**src/rtl/toy_pkg.sv**
```systemverilog
// Shared definitions for the RISC_TOY pipeline control slice.
package toy_pkg;

   localparam int TOY_AW   = 5;
   localparam int TOY_NREG = 32;

   localparam logic [4:0] OP_ADDI = 5'b00000;
   localparam logic [4:0] OP_ANDI = 5'b00001;
   localparam logic [4:0] OP_ORI  = 5'b00010;
   localparam logic [4:0] OP_MOVI = 5'b00011;
   localparam logic [4:0] OP_ADD  = 5'b00100;
   localparam logic [4:0] OP_SUB  = 5'b00101;
   localparam logic [4:0] OP_NEG  = 5'b00110;
   localparam logic [4:0] OP_NOT  = 5'b00111;
   localparam logic [4:0] OP_AND  = 5'b01000;
   localparam logic [4:0] OP_OR   = 5'b01001;
   localparam logic [4:0] OP_XOR  = 5'b01010;
   localparam logic [4:0] OP_LSR  = 5'b01011;
   localparam logic [4:0] OP_ASR  = 5'b01100;
   localparam logic [4:0] OP_SHL  = 5'b01101;
   localparam logic [4:0] OP_ROR  = 5'b01110;
   localparam logic [4:0] OP_BR   = 5'b01111;
   localparam logic [4:0] OP_BRL  = 5'b10000;
   localparam logic [4:0] OP_J    = 5'b10001;
   localparam logic [4:0] OP_JL   = 5'b10010;
   localparam logic [4:0] OP_LD   = 5'b10011;
   localparam logic [4:0] OP_LDR  = 5'b10100;
   localparam logic [4:0] OP_ST   = 5'b10101;
   localparam logic [4:0] OP_STR  = 5'b10110;

   typedef enum logic {
      IDLE  = 1'b0,
      FLUSH = 1'b1
   } ctrl_state_e;

endpackage

```
**src/rtl/toy_scoreboard.sv**
```systemverilog
// Per-register count of in-flight writes, with two source read ports,
// a destination read port and an any-busy summary.
module toy_scoreboard
   import toy_pkg::*;
#(
   parameter int NREG = TOY_NREG,
   parameter int AW   = TOY_AW,
   parameter int CW   = 2
) (
   input  logic          clk_i,
   input  logic          rst_i,
   input  logic          inc_en_i,
   input  logic [AW-1:0] inc_idx_i,
   input  logic          dec_en_i,
   input  logic [AW-1:0] dec_idx_i,
   input  logic [AW-1:0] ra_idx_i,
   input  logic [AW-1:0] rb_idx_i,
   input  logic [AW-1:0] rd_idx_i,
   output logic [CW-1:0] ra_cnt_o,
   output logic [CW-1:0] rb_cnt_o,
   output logic [CW-1:0] rd_cnt_o,
   output logic          busy_o
);

   logic [CW-1:0] cnt_q [NREG];
   logic [NREG-1:0] inc_hit;
   logic [NREG-1:0] dec_hit;

   // Decode which counters move this cycle and summarise occupancy
   always_comb begin
      inc_hit = '0;
      dec_hit = '0;
      busy_o  = 1'b0;
      for (int unsigned r = 0; r < NREG; r++) begin
         inc_hit[r] = inc_en_i & (inc_idx_i == AW'(r));
         dec_hit[r] = dec_en_i & (dec_idx_i == AW'(r));
         busy_o     = busy_o | (cnt_q[r] != '0);
      end
   end

   // Counter update; simultaneous inc and dec cancel, dec at zero is held
   always_ff @(posedge clk_i or posedge rst_i) begin
      if (rst_i) begin
         for (int unsigned r = 0; r < NREG; r++) cnt_q[r] <= '0;
      end else begin
         for (int unsigned r = 0; r < NREG; r++) begin
            if (inc_hit[r] && !dec_hit[r]) begin
               cnt_q[r] <= cnt_q[r] + CW'(1);
            end else if (dec_hit[r] && !inc_hit[r] && cnt_q[r] != '0) begin
               cnt_q[r] <= cnt_q[r] - CW'(1);
            end
         end
      end
   end

   assign ra_cnt_o = cnt_q[ra_idx_i];
   assign rb_cnt_o = cnt_q[rb_idx_i];
   assign rd_cnt_o = cnt_q[rd_idx_i];

   dec_at_zero: assert property (@(posedge clk_i) disable iff (rst_i)
      !(dec_en_i && !(inc_en_i && inc_idx_i == dec_idx_i) && cnt_q[dec_idx_i] == '0));

endmodule

```
**src/rtl/toy_pipe_ctrl.sv**
```systemverilog
// RISC_TOY pipeline sequencing: RAW/WAW interlock, branch flush, memory freeze
// and saturating stall/flush performance counters.
module toy_pipe_ctrl
   import toy_pkg::*;
#(
   parameter int NREG         = TOY_NREG,
   parameter int AW           = TOY_AW,
   parameter int CW           = 2,
   parameter int FLUSH_CYCLES = 2,
   parameter int WB_BYPASS    = 1
) (
   input  logic          CLK,
   input  logic          RST,
   input  logic          ID_VALID,
   input  logic          ID_USE_A,
   input  logic [AW-1:0] ID_SRC_A,
   input  logic          ID_USE_B,
   input  logic [AW-1:0] ID_SRC_B,
   input  logic          ID_WER,
   input  logic [AW-1:0] ID_DEST,
   input  logic          WB_VALID,
   input  logic          WB_WER,
   input  logic [AW-1:0] WB_DEST,
   input  logic          BR_TAKEN,
   input  logic          DMEM_BUSY,
   output logic          PC_EN,
   output logic          IFID_EN,
   output logic          IDEX_BUBBLE,
   output logic          FLUSH_IFID,
   output logic          ISSUE,
   output logic          FREEZE,
   output logic          SB_BUSY,
   output logic [31:0]   STALL_CNT,
   output logic [31:0]   FLUSH_CNT
);

   localparam logic [CW-1:0] CNT_MAX  = '1;
   localparam logic [CW-1:0] CNT_ONE  = CW'(1);
   localparam logic [2:0]    REM_LOAD = 3'(FLUSH_CYCLES - 1);
   localparam logic          BYPASS   = (WB_BYPASS != 0);

   logic [CW-1:0] cnt_a, cnt_b, cnt_dest;
   logic          sb_busy;
   logic          run, wb_write, wbhit_a, wbhit_b;
   logic          raw, waw, flushing, stall, issue;
   ctrl_state_e   state_q;
   logic [2:0]    rem_q;
   logic [31:0]   stall_cnt_q, stall_cnt_d;
   logic [31:0]   flush_cnt_q, flush_cnt_d;

   toy_scoreboard #(
      .NREG(NREG),
      .AW  (AW),
      .CW  (CW)
   ) u_sb (
      .clk_i    (CLK),
      .rst_i    (RST),
      .inc_en_i (issue & ID_WER),
      .inc_idx_i(ID_DEST),
      .dec_en_i (wb_write & ~DMEM_BUSY),
      .dec_idx_i(WB_DEST),
      .ra_idx_i (ID_SRC_A),
      .rb_idx_i (ID_SRC_B),
      .rd_idx_i (ID_DEST),
      .ra_cnt_o (cnt_a),
      .rb_cnt_o (cnt_b),
      .rd_cnt_o (cnt_dest),
      .busy_o   (sb_busy)
   );

   // Hazard detection and flush/stall arbitration
   always_comb begin
      run      = ~RST & ~DMEM_BUSY;
      wb_write = WB_VALID & WB_WER;
      wbhit_a  = BYPASS & wb_write & (WB_DEST == ID_SRC_A) & (cnt_a == CNT_ONE);
      wbhit_b  = BYPASS & wb_write & (WB_DEST == ID_SRC_B) & (cnt_b == CNT_ONE);
      raw      = ID_VALID & ((ID_USE_A & (cnt_a != '0) & ~wbhit_a) |
                             (ID_USE_B & (cnt_b != '0) & ~wbhit_b));
      waw      = ID_VALID & ID_WER & (cnt_dest == CNT_MAX);
      flushing = BR_TAKEN | (state_q == FLUSH);
      stall    = (raw | waw) & ~flushing;
      issue    = run & ID_VALID & ~stall & ~flushing;
   end

   // Stage enables; reset and freeze override the hazard-driven values
   always_comb begin
      FREEZE      = DMEM_BUSY & ~RST;
      PC_EN       = run & ~stall;
      IFID_EN     = run & ~stall;
      IDEX_BUBBLE = RST | (~DMEM_BUSY & (stall | flushing | ~ID_VALID));
      FLUSH_IFID  = run & flushing;
      ISSUE       = issue;
      SB_BUSY     = sb_busy;
   end

   // Flush sequencer: a taken branch (re)arms the remaining-cycle count
   always_ff @(posedge CLK or posedge RST) begin
      if (RST) begin
         state_q <= IDLE;
         rem_q   <= '0;
      end else if (!DMEM_BUSY) begin
         if (BR_TAKEN) begin
            if (FLUSH_CYCLES > 1) begin
               state_q <= FLUSH;
               rem_q   <= REM_LOAD;
            end else begin
               state_q <= IDLE;
            end
         end else if (state_q == FLUSH) begin
            if (rem_q <= 3'd1) state_q <= IDLE;
            else               rem_q   <= rem_q - 3'd1;
         end
      end
   end

   // Saturating performance counter next-state
   always_comb begin
      stall_cnt_d = stall_cnt_q;
      flush_cnt_d = flush_cnt_q;
      if (!DMEM_BUSY && stall && stall_cnt_q != '1)    stall_cnt_d = stall_cnt_q + 32'd1;
      if (!DMEM_BUSY && BR_TAKEN && flush_cnt_q != '1) flush_cnt_d = flush_cnt_q + 32'd1;
   end

   // Performance counter registers
   always_ff @(posedge CLK or posedge RST) begin
      if (RST) begin
         stall_cnt_q <= '0;
         flush_cnt_q <= '0;
      end else begin
         stall_cnt_q <= stall_cnt_d;
         flush_cnt_q <= flush_cnt_d;
      end
   end

   assign STALL_CNT = stall_cnt_q;
   assign FLUSH_CNT = flush_cnt_q;

endmodule

```
**config.mk**
```make
export PLATFORM = sky130hd
export DESIGN_NAME = toy_pipe_ctrl
export DESIGN_NICKNAME = d
export VERILOG_FILES = /design/src/rtl/toy_pkg.sv /design/src/rtl/toy_scoreboard.sv /design/src/rtl/toy_pipe_ctrl.sv
export SDC_FILE = /design/constraint.sdc
export NUM_CORES = 1
export LEC_CHECK = 0
export CAP_MARGIN = 20
export CORE_UTILIZATION = 30
export DETAILED_ROUTE_END_ITERATION = 10
export HOLD_SLACK_MARGIN = 0.05
export PLACE_DENSITY = 0.52
export SKIP_LAST_GASP = 1
export SLEW_MARGIN = 25
export SYNTH_ARGS = -nofsm -noshare
export SYNTH_HDL_FRONTEND = slang
export SYNTH_SLANG_ARGS = --single-unit
```
**constraint.sdc**
```tcl
create_clock -name CLK -period 7.9 [get_ports CLK]
set_clock_uncertainty 0.15 [all_clocks]
set_input_delay 1.58 -clock CLK [delete_from_list [all_inputs] [get_ports CLK]]
set_output_delay 1.58 -clock CLK [all_outputs]
set_load 0.01 [all_outputs]
```
### Word-level counts from Yosys, hierarchy flattened

Index checks and enable logic that the tools add are counted.

* word-level logic and storage cells: 625
* register bits: 132

* reductions and logical operators: 235
* mux-type cells: 79
* add/sub/neg operators: 67
* bitwise operators: 134
* equal/unequal tests: 70
* magnitude comparators: 4

Operators with widths (number)
* 5-bit equality test (second input constant): 32
* 2-bit two-way mux: 70
* 2-bit nonzero test: 67
* 1-bit logical AND: 100
* 1-bit bitwise AND: 87
* 5-bit by 4-bit equality test with 1-bit output (second input constant): 16
* 1-bit logical NOT: 65
* 2-bit by 1-bit adder with 2-bit output (second input constant): 32
* 32-bit by 1-bit adder with 32-bit output (second input constant): 2
* 32-bit inequality test (second input constant): 2
* 2-bit by 1-bit subtractor with 2-bit output (second input constant): 32
* 5-bit by 3-bit equality test with 1-bit output (second input constant): 8
* 1-bit bitwise OR: 37
* 2-bit binary-select mux with 5-bit select: 3
* 5-bit by 2-bit equality test with 1-bit output (second input constant): 4
* 6-bit greater-or-equal comparator (second input constant): 3
* 5-bit NOT with 6-bit output: 3
* 5-bit by 1-bit equality test with 1-bit output (second input constant): 2
* 5-bit equality test: 2
* 5-bit logical NOT: 2
* 3-bit two-way mux: 3
* 1-bit NOT: 7
* 2-bit by 1-bit equality test with 1-bit output (second input constant): 2
* 3-bit by 1-bit <= comparator with 1-bit output (second input constant): 1
* other kinds (5): 7

### Longest topological paths before layout

* depth in word-level cells: 32
* depth in mapped cells: 13

### Modules after synthesis

From an unflattened synthesis, not the netlist that was laid out.

* cell total of the unflattened synthesis: 1093
* area, all modules: 9646.8 µm²

By module, submodules not included
* toy_scoreboard: area each 6023.3 µm², instances 1, cells an instance 733, sequential area each 1601.5 µm²
* toy_pipe_ctrl: area each 3623.5 µm², instances 1, cells an instance 360, sequential area each 1701.6 µm²

### Worst setup path after synthesis

Ideal clock, no wire load.

* path kind: in2out
* start point: in RST
* end point: out IDEX_BUBBLE
* path slack: 1.113 ns
* cell stages on the path: 2
* buffers on the path: 0
* arrival: 5.057 ns
* data required time: 6.170 ns
* path through: inv_1 -> o21ai_0

* longest elaborated chain between the ends: 1

Ends and longest elaborated chain
* start: declaration: RTL line toy_pipe_ctrl.sv:13 `input logic RST,`
* 1-bit bitwise OR: RTL line toy_pipe_ctrl.sv:90 `IDEX_BUBBLE = RST | (~DMEM_BUSY & (stall | flushing | ~ID_VALID));`
* end: declaration: RTL line toy_pipe_ctrl.sv:28 `output logic IDEX_BUBBLE,`

Every way passes these cells.

### Final worst setup path

* start point: in ID_SRC_B[0]
* end point: out PC_EN

* longest elaborated chain between the ends: 14
* elaborated cells between the ends (all ways): 18

Ends and longest elaborated chain
* start: declaration: RTL line toy_pipe_ctrl.sv:18 `input logic [AW-1:0] ID_SRC_B,`
* 5-bit NOT with 6-bit output (not written as such): RTL line toy_scoreboard.sv:57 `assign rb_cnt_o = cnt_q[rb_idx_i];`
* 2-bit binary-select mux with 5-bit select: RTL line toy_scoreboard.sv:57
* 2-bit two-way mux (not written as such) (2 in a row): RTL line toy_scoreboard.sv:57
* 2-bit by 1-bit equality test with 1-bit output: RTL line toy_pipe_ctrl.sv:76 `wbhit_b = BYPASS & wb_write & (WB_DEST == ID_SRC_B) & (cnt_b == CNT_ONE);`
* 1-bit bitwise AND: RTL line toy_pipe_ctrl.sv:76
* 1-bit NOT: RTL line toy_pipe_ctrl.sv:78 `(ID_USE_B & (cnt_b != '0) & ~wbhit_b));`
* 1-bit bitwise AND *: RTL line toy_pipe_ctrl.sv:78
* 1-bit bitwise OR *: RTL line toy_pipe_ctrl.sv:77 `raw = ID_VALID & ((ID_USE_A & (cnt_a != '0) & ~wbhit_a) |`
* 1-bit bitwise AND *: RTL line toy_pipe_ctrl.sv:77
* 1-bit bitwise OR *: RTL line toy_pipe_ctrl.sv:81 `stall = (raw | waw) & ~flushing;`
* 1-bit bitwise AND *: RTL line toy_pipe_ctrl.sv:81
* 1-bit NOT *: RTL line toy_pipe_ctrl.sv:88 `PC_EN = run & ~stall;`
* 1-bit bitwise AND *: RTL line toy_pipe_ctrl.sv:88
* end: declaration: RTL line toy_pipe_ctrl.sv:26 `output logic PC_EN,`

Mark *: on every way between the ends. The rest lies on a longest branch, timed or not. The select of a mux whose other input is x is not followed.

==> flow_summary.toml <==
[grt]
groute.usage.overall_pct = 20.2
grt_first_pass_wirelength_um = 48500
grt_max_degree = 81
gr-total-overflow = 0
grt_pass1_vias = 8172
antenna_found_initial = 1

[synthesis]
synth_edf_count = 0
synth-seq-cells = 132
synth_cells = 1026
yosysSeqAreaShare_pct = 35.2
ys.warnings.count = 0
syn_nets = 1059
synth_top_cell_area_share_pct = 35.2
ys_top_cells_by_area = "dfrtp_1, mux4_2, xnor2_1"
avgSynthCellArea_sq_um = 9.16
async_flop_share_pct = 100
synthFlopType = "dfrtp_1"
yosys.area.top_type = "dfrtp_1"
yosys-top-cells-count = "dfrtp_1, nand2_1, nor2_1, nand3_1, xnor2_1"
syn-cell-area_sq_mm = 0.00939
synthMostInstantiatedCell = "dfrtp_1"
ys_types = 60

[timing]
finalSetupViolCount = 0
tightest_slew_ns = 1.03
rsz0062_at_grt = "no"
max_freq_mhz = 139
min_period_ns = 7.20
setup_slack_ns = 0.697
setup_tns_ns = 0
final.period_utilization_pct = 91.2
hold_viol_final = 0
slew_violations = 0
slew_headroom_pct = 31.3

[placed_design]
port_buffers = 100
dp_hpwl_um = 22700
gp_congestion = 0.980
post-place-ws_ns = 0.722
dp.cells = 1492

[detailed_routing]
met1Wirelength_um = 13800
wl_met3_um = 2030
wl_met2_um = 14300
drt-wirelength-per-cell_um = 20.4
first_iter_violations = 710
first_pass_iters = 5
totalWireLength_um = 31100
drc = 0
via_per_inst = 5.67
top_layer_used = "met4"
postRouteAntennaNets = 0
vias = 8637

[cells_and_area]
final.fill_count = 3114
drive_gt1_share_pct = 9.85
syn2layout_area_growth_pct = 21.3
antenna_cells = 0
nets = 1148
finalNonFillerCells = 1523

[worst_hold_path]
worstHoldEndpoint = "STALL_CNT[27]"
worstHoldStart = "STALL_CNT[27]"
worstHoldPathCells = 1
hold_path_class = "flop to flop"

[clock_tree]
cts_sinks = 132
cts_root_buf = "clkbuf_16"
htreeDepth = 4
cts_resized = 0
worstSkewPairLatency_ns = 0.44
cts-buffers-inserted = 17
postCtsSetupBuffers = 0
cts_tree = "done"
clockBufferDepth = 2
path_clk_slew_ns = 0.07
cts_hold_buffers = 0

[pwr]
power_frac_clock_pct = 43.9
seqPwrFrac_pct = 40.8
ir_worst_vdd_mv = 0.149
p_per_area_mw_per_mm2 = 162
power.net_switching_w = 0.000545
switching_share_pct = 29.5
p_comb_share_pct = 15.3
p_leak_nw = 4.57
p_total_w = 0.00185
p_int_w = 0.00130

[worst_setup_path]
reg2reg_slack_ns = 4.25
required_ns = 6.17
r2r-end = "u_sb.cnt_q[28]"
reg2reg_from = "u_sb.cnt_q[0]"
crit_fanout = 10
critical_path_class = "input port to primary output"
arrival_ns = 5.47
startpoint_type = "input port"
crit_path_end_kind = "primary output"
worst_r2r_path_depth = 10

[floorplan]
initial_core_util_pct = 30.6
die_h_um = 179
die-area_sq_mm = 0.0320
fp.coreArea_sq_mm = 0.0307
num_rows = 64
die_x_um = 179
num_io_pins = 101

[flow_run]
maxCapViolations = 0

[run_status]
status = "completed"
-- power by group through the flow --
stage | clock network, W | logic (W) | registers [W]
floorplan | 0 | 0.000159 | 0.000760
global route | 0.000856 | 0.000305 | 0.000760
CTS | 0.000834 | 0.000284 | 0.000753
finish | 0.000811 | 0.000283 | 0.000754
detailed placement | 0 | 0.000282 | 0.000765
global placement | 0 | 0.000280 | 0.000766
-- worst max-delay path, stage by stage --
cell and delay (ns):
clkdlybuf4s50_1 0.85, buf_4 0.27, xnor2_1 0.13, nand4_1 0.10
or3_1 0.36, o2111a_1 0.30, a211oi_4 0.60, and2_2 0.28
nor2_1 0.04, nor3_1 0.33, clkdlybuf4s50_1 0.62
-- layer usage --
layer | global-route usage (%) | vias to the layer above
met5 | 0 | -
met4 | 8.23 | 0
met3 | 4.09 | 46
met2 | 31.7 | 293
met1 | 26.9 | 4290
li1 | - | 4008
-- stage by stage --
step	util [%]	hold WS [ns]	instance area [sq um]
after detailed placement	35.3	0.334	10800
after global routing	37.2	0.375	11400
after floorplan	-	0.357	9390
final	37.2	0.343	11400
after CTS	37.1	0.349	11400
after global placement	35.3	0.330	10800
-- sequential cells by signal (all words and copies together) (netlist names) --
| signal | flops |
|---|---|
| FLUSH_CNT | 32 |
| rem_q | 3 |
| state_q | 1 |
| STALL_CNT | 32 |
| u_sb.cnt_q | 64 |
-- layout make-up --
type | count | area (sq um) | share of cell area [%]
Clock inverter | 13 | 150 | 1.32
Timing Repair Buffer | 118 | 1140 | 9.97
Tap cell | 396 | 495 | 4.35
Inverter | 21 | 83.8 | 0.736
Multi-Input combinational cell | 825 | 5800 | 50.9
Clock buffer | 18 | 429 | 3.77
Sequential cell | 132 | 3300 | 29.0
-- logic make-up after synthesis --
| group | after synthesis | share of synthesized area (%) |
|---|---|---|
| DFF | 132 | 35.2 |
| buffers and inverters | 69 | 3.25 |
| AOI/OAI and AO/OA | 162 | 12.6 |
| xor gates and xnor gates | 78 | 7.27 |
| muxes | 78 | 14.3 |
| adders and majority gates | 3 | 0.400 |
| and+or+nand+nor | 504 | 27.1 |
-- worst max-delay path by stage --
| stage | start | endpoint | slack (ns) |
|---|---|---|---|
| 2_1_floorplan | RST | IDEX_BUBBLE | 1.11 |
| 3_3_place_gp | ID_SRC_B[0] | IDEX_BUBBLE | 0.75 |
| 3_5_place_dp | ID_SRC_B[0] | IDEX_BUBBLE | 0.72 |
| 4_1_cts | ID_SRC_B[0] | PC_EN | 0.70 |
| 5_1_grt | ID_SRC_B[0] | IFID_EN | 0.51 |
| 6_report | ID_SRC_B[0] | PC_EN | 0.70 |
-- cell usage in the layout (no fill, tap or decap), types with 5 or more instances in the layout --
cell	n
nand2_1	127
a31oi_1	6
xnor2_1	56
xor2_1	22
a211oi_1	5
a22o_1	6
o21bai_1	5
nor2b_1	21
o31ai_1	7
inv_1	20
nand4_1	32
or3_1	6
o211ai_1	12
and3_1	16
dfrtp_1	132
mux2_2	7
inv_6	6
clkdlybuf4s50_1	100
a22oi_1	11
mux2i_1	27
clkbuf_16	17
a21oi_1	11
nor2_1	82
nand2b_1	18
buf_4	18
nand3_1	77
mux4_2	44
and2_1	23
a211o_1	5
and4_1	7
o21ai_0	32
nor4_1	21
o2111ai_1	24
nor3_1	40
o22ai_1	13
nand3b_1	6
nor3b_1	15
Note: power is estimated with default switching activity, not from simulation.
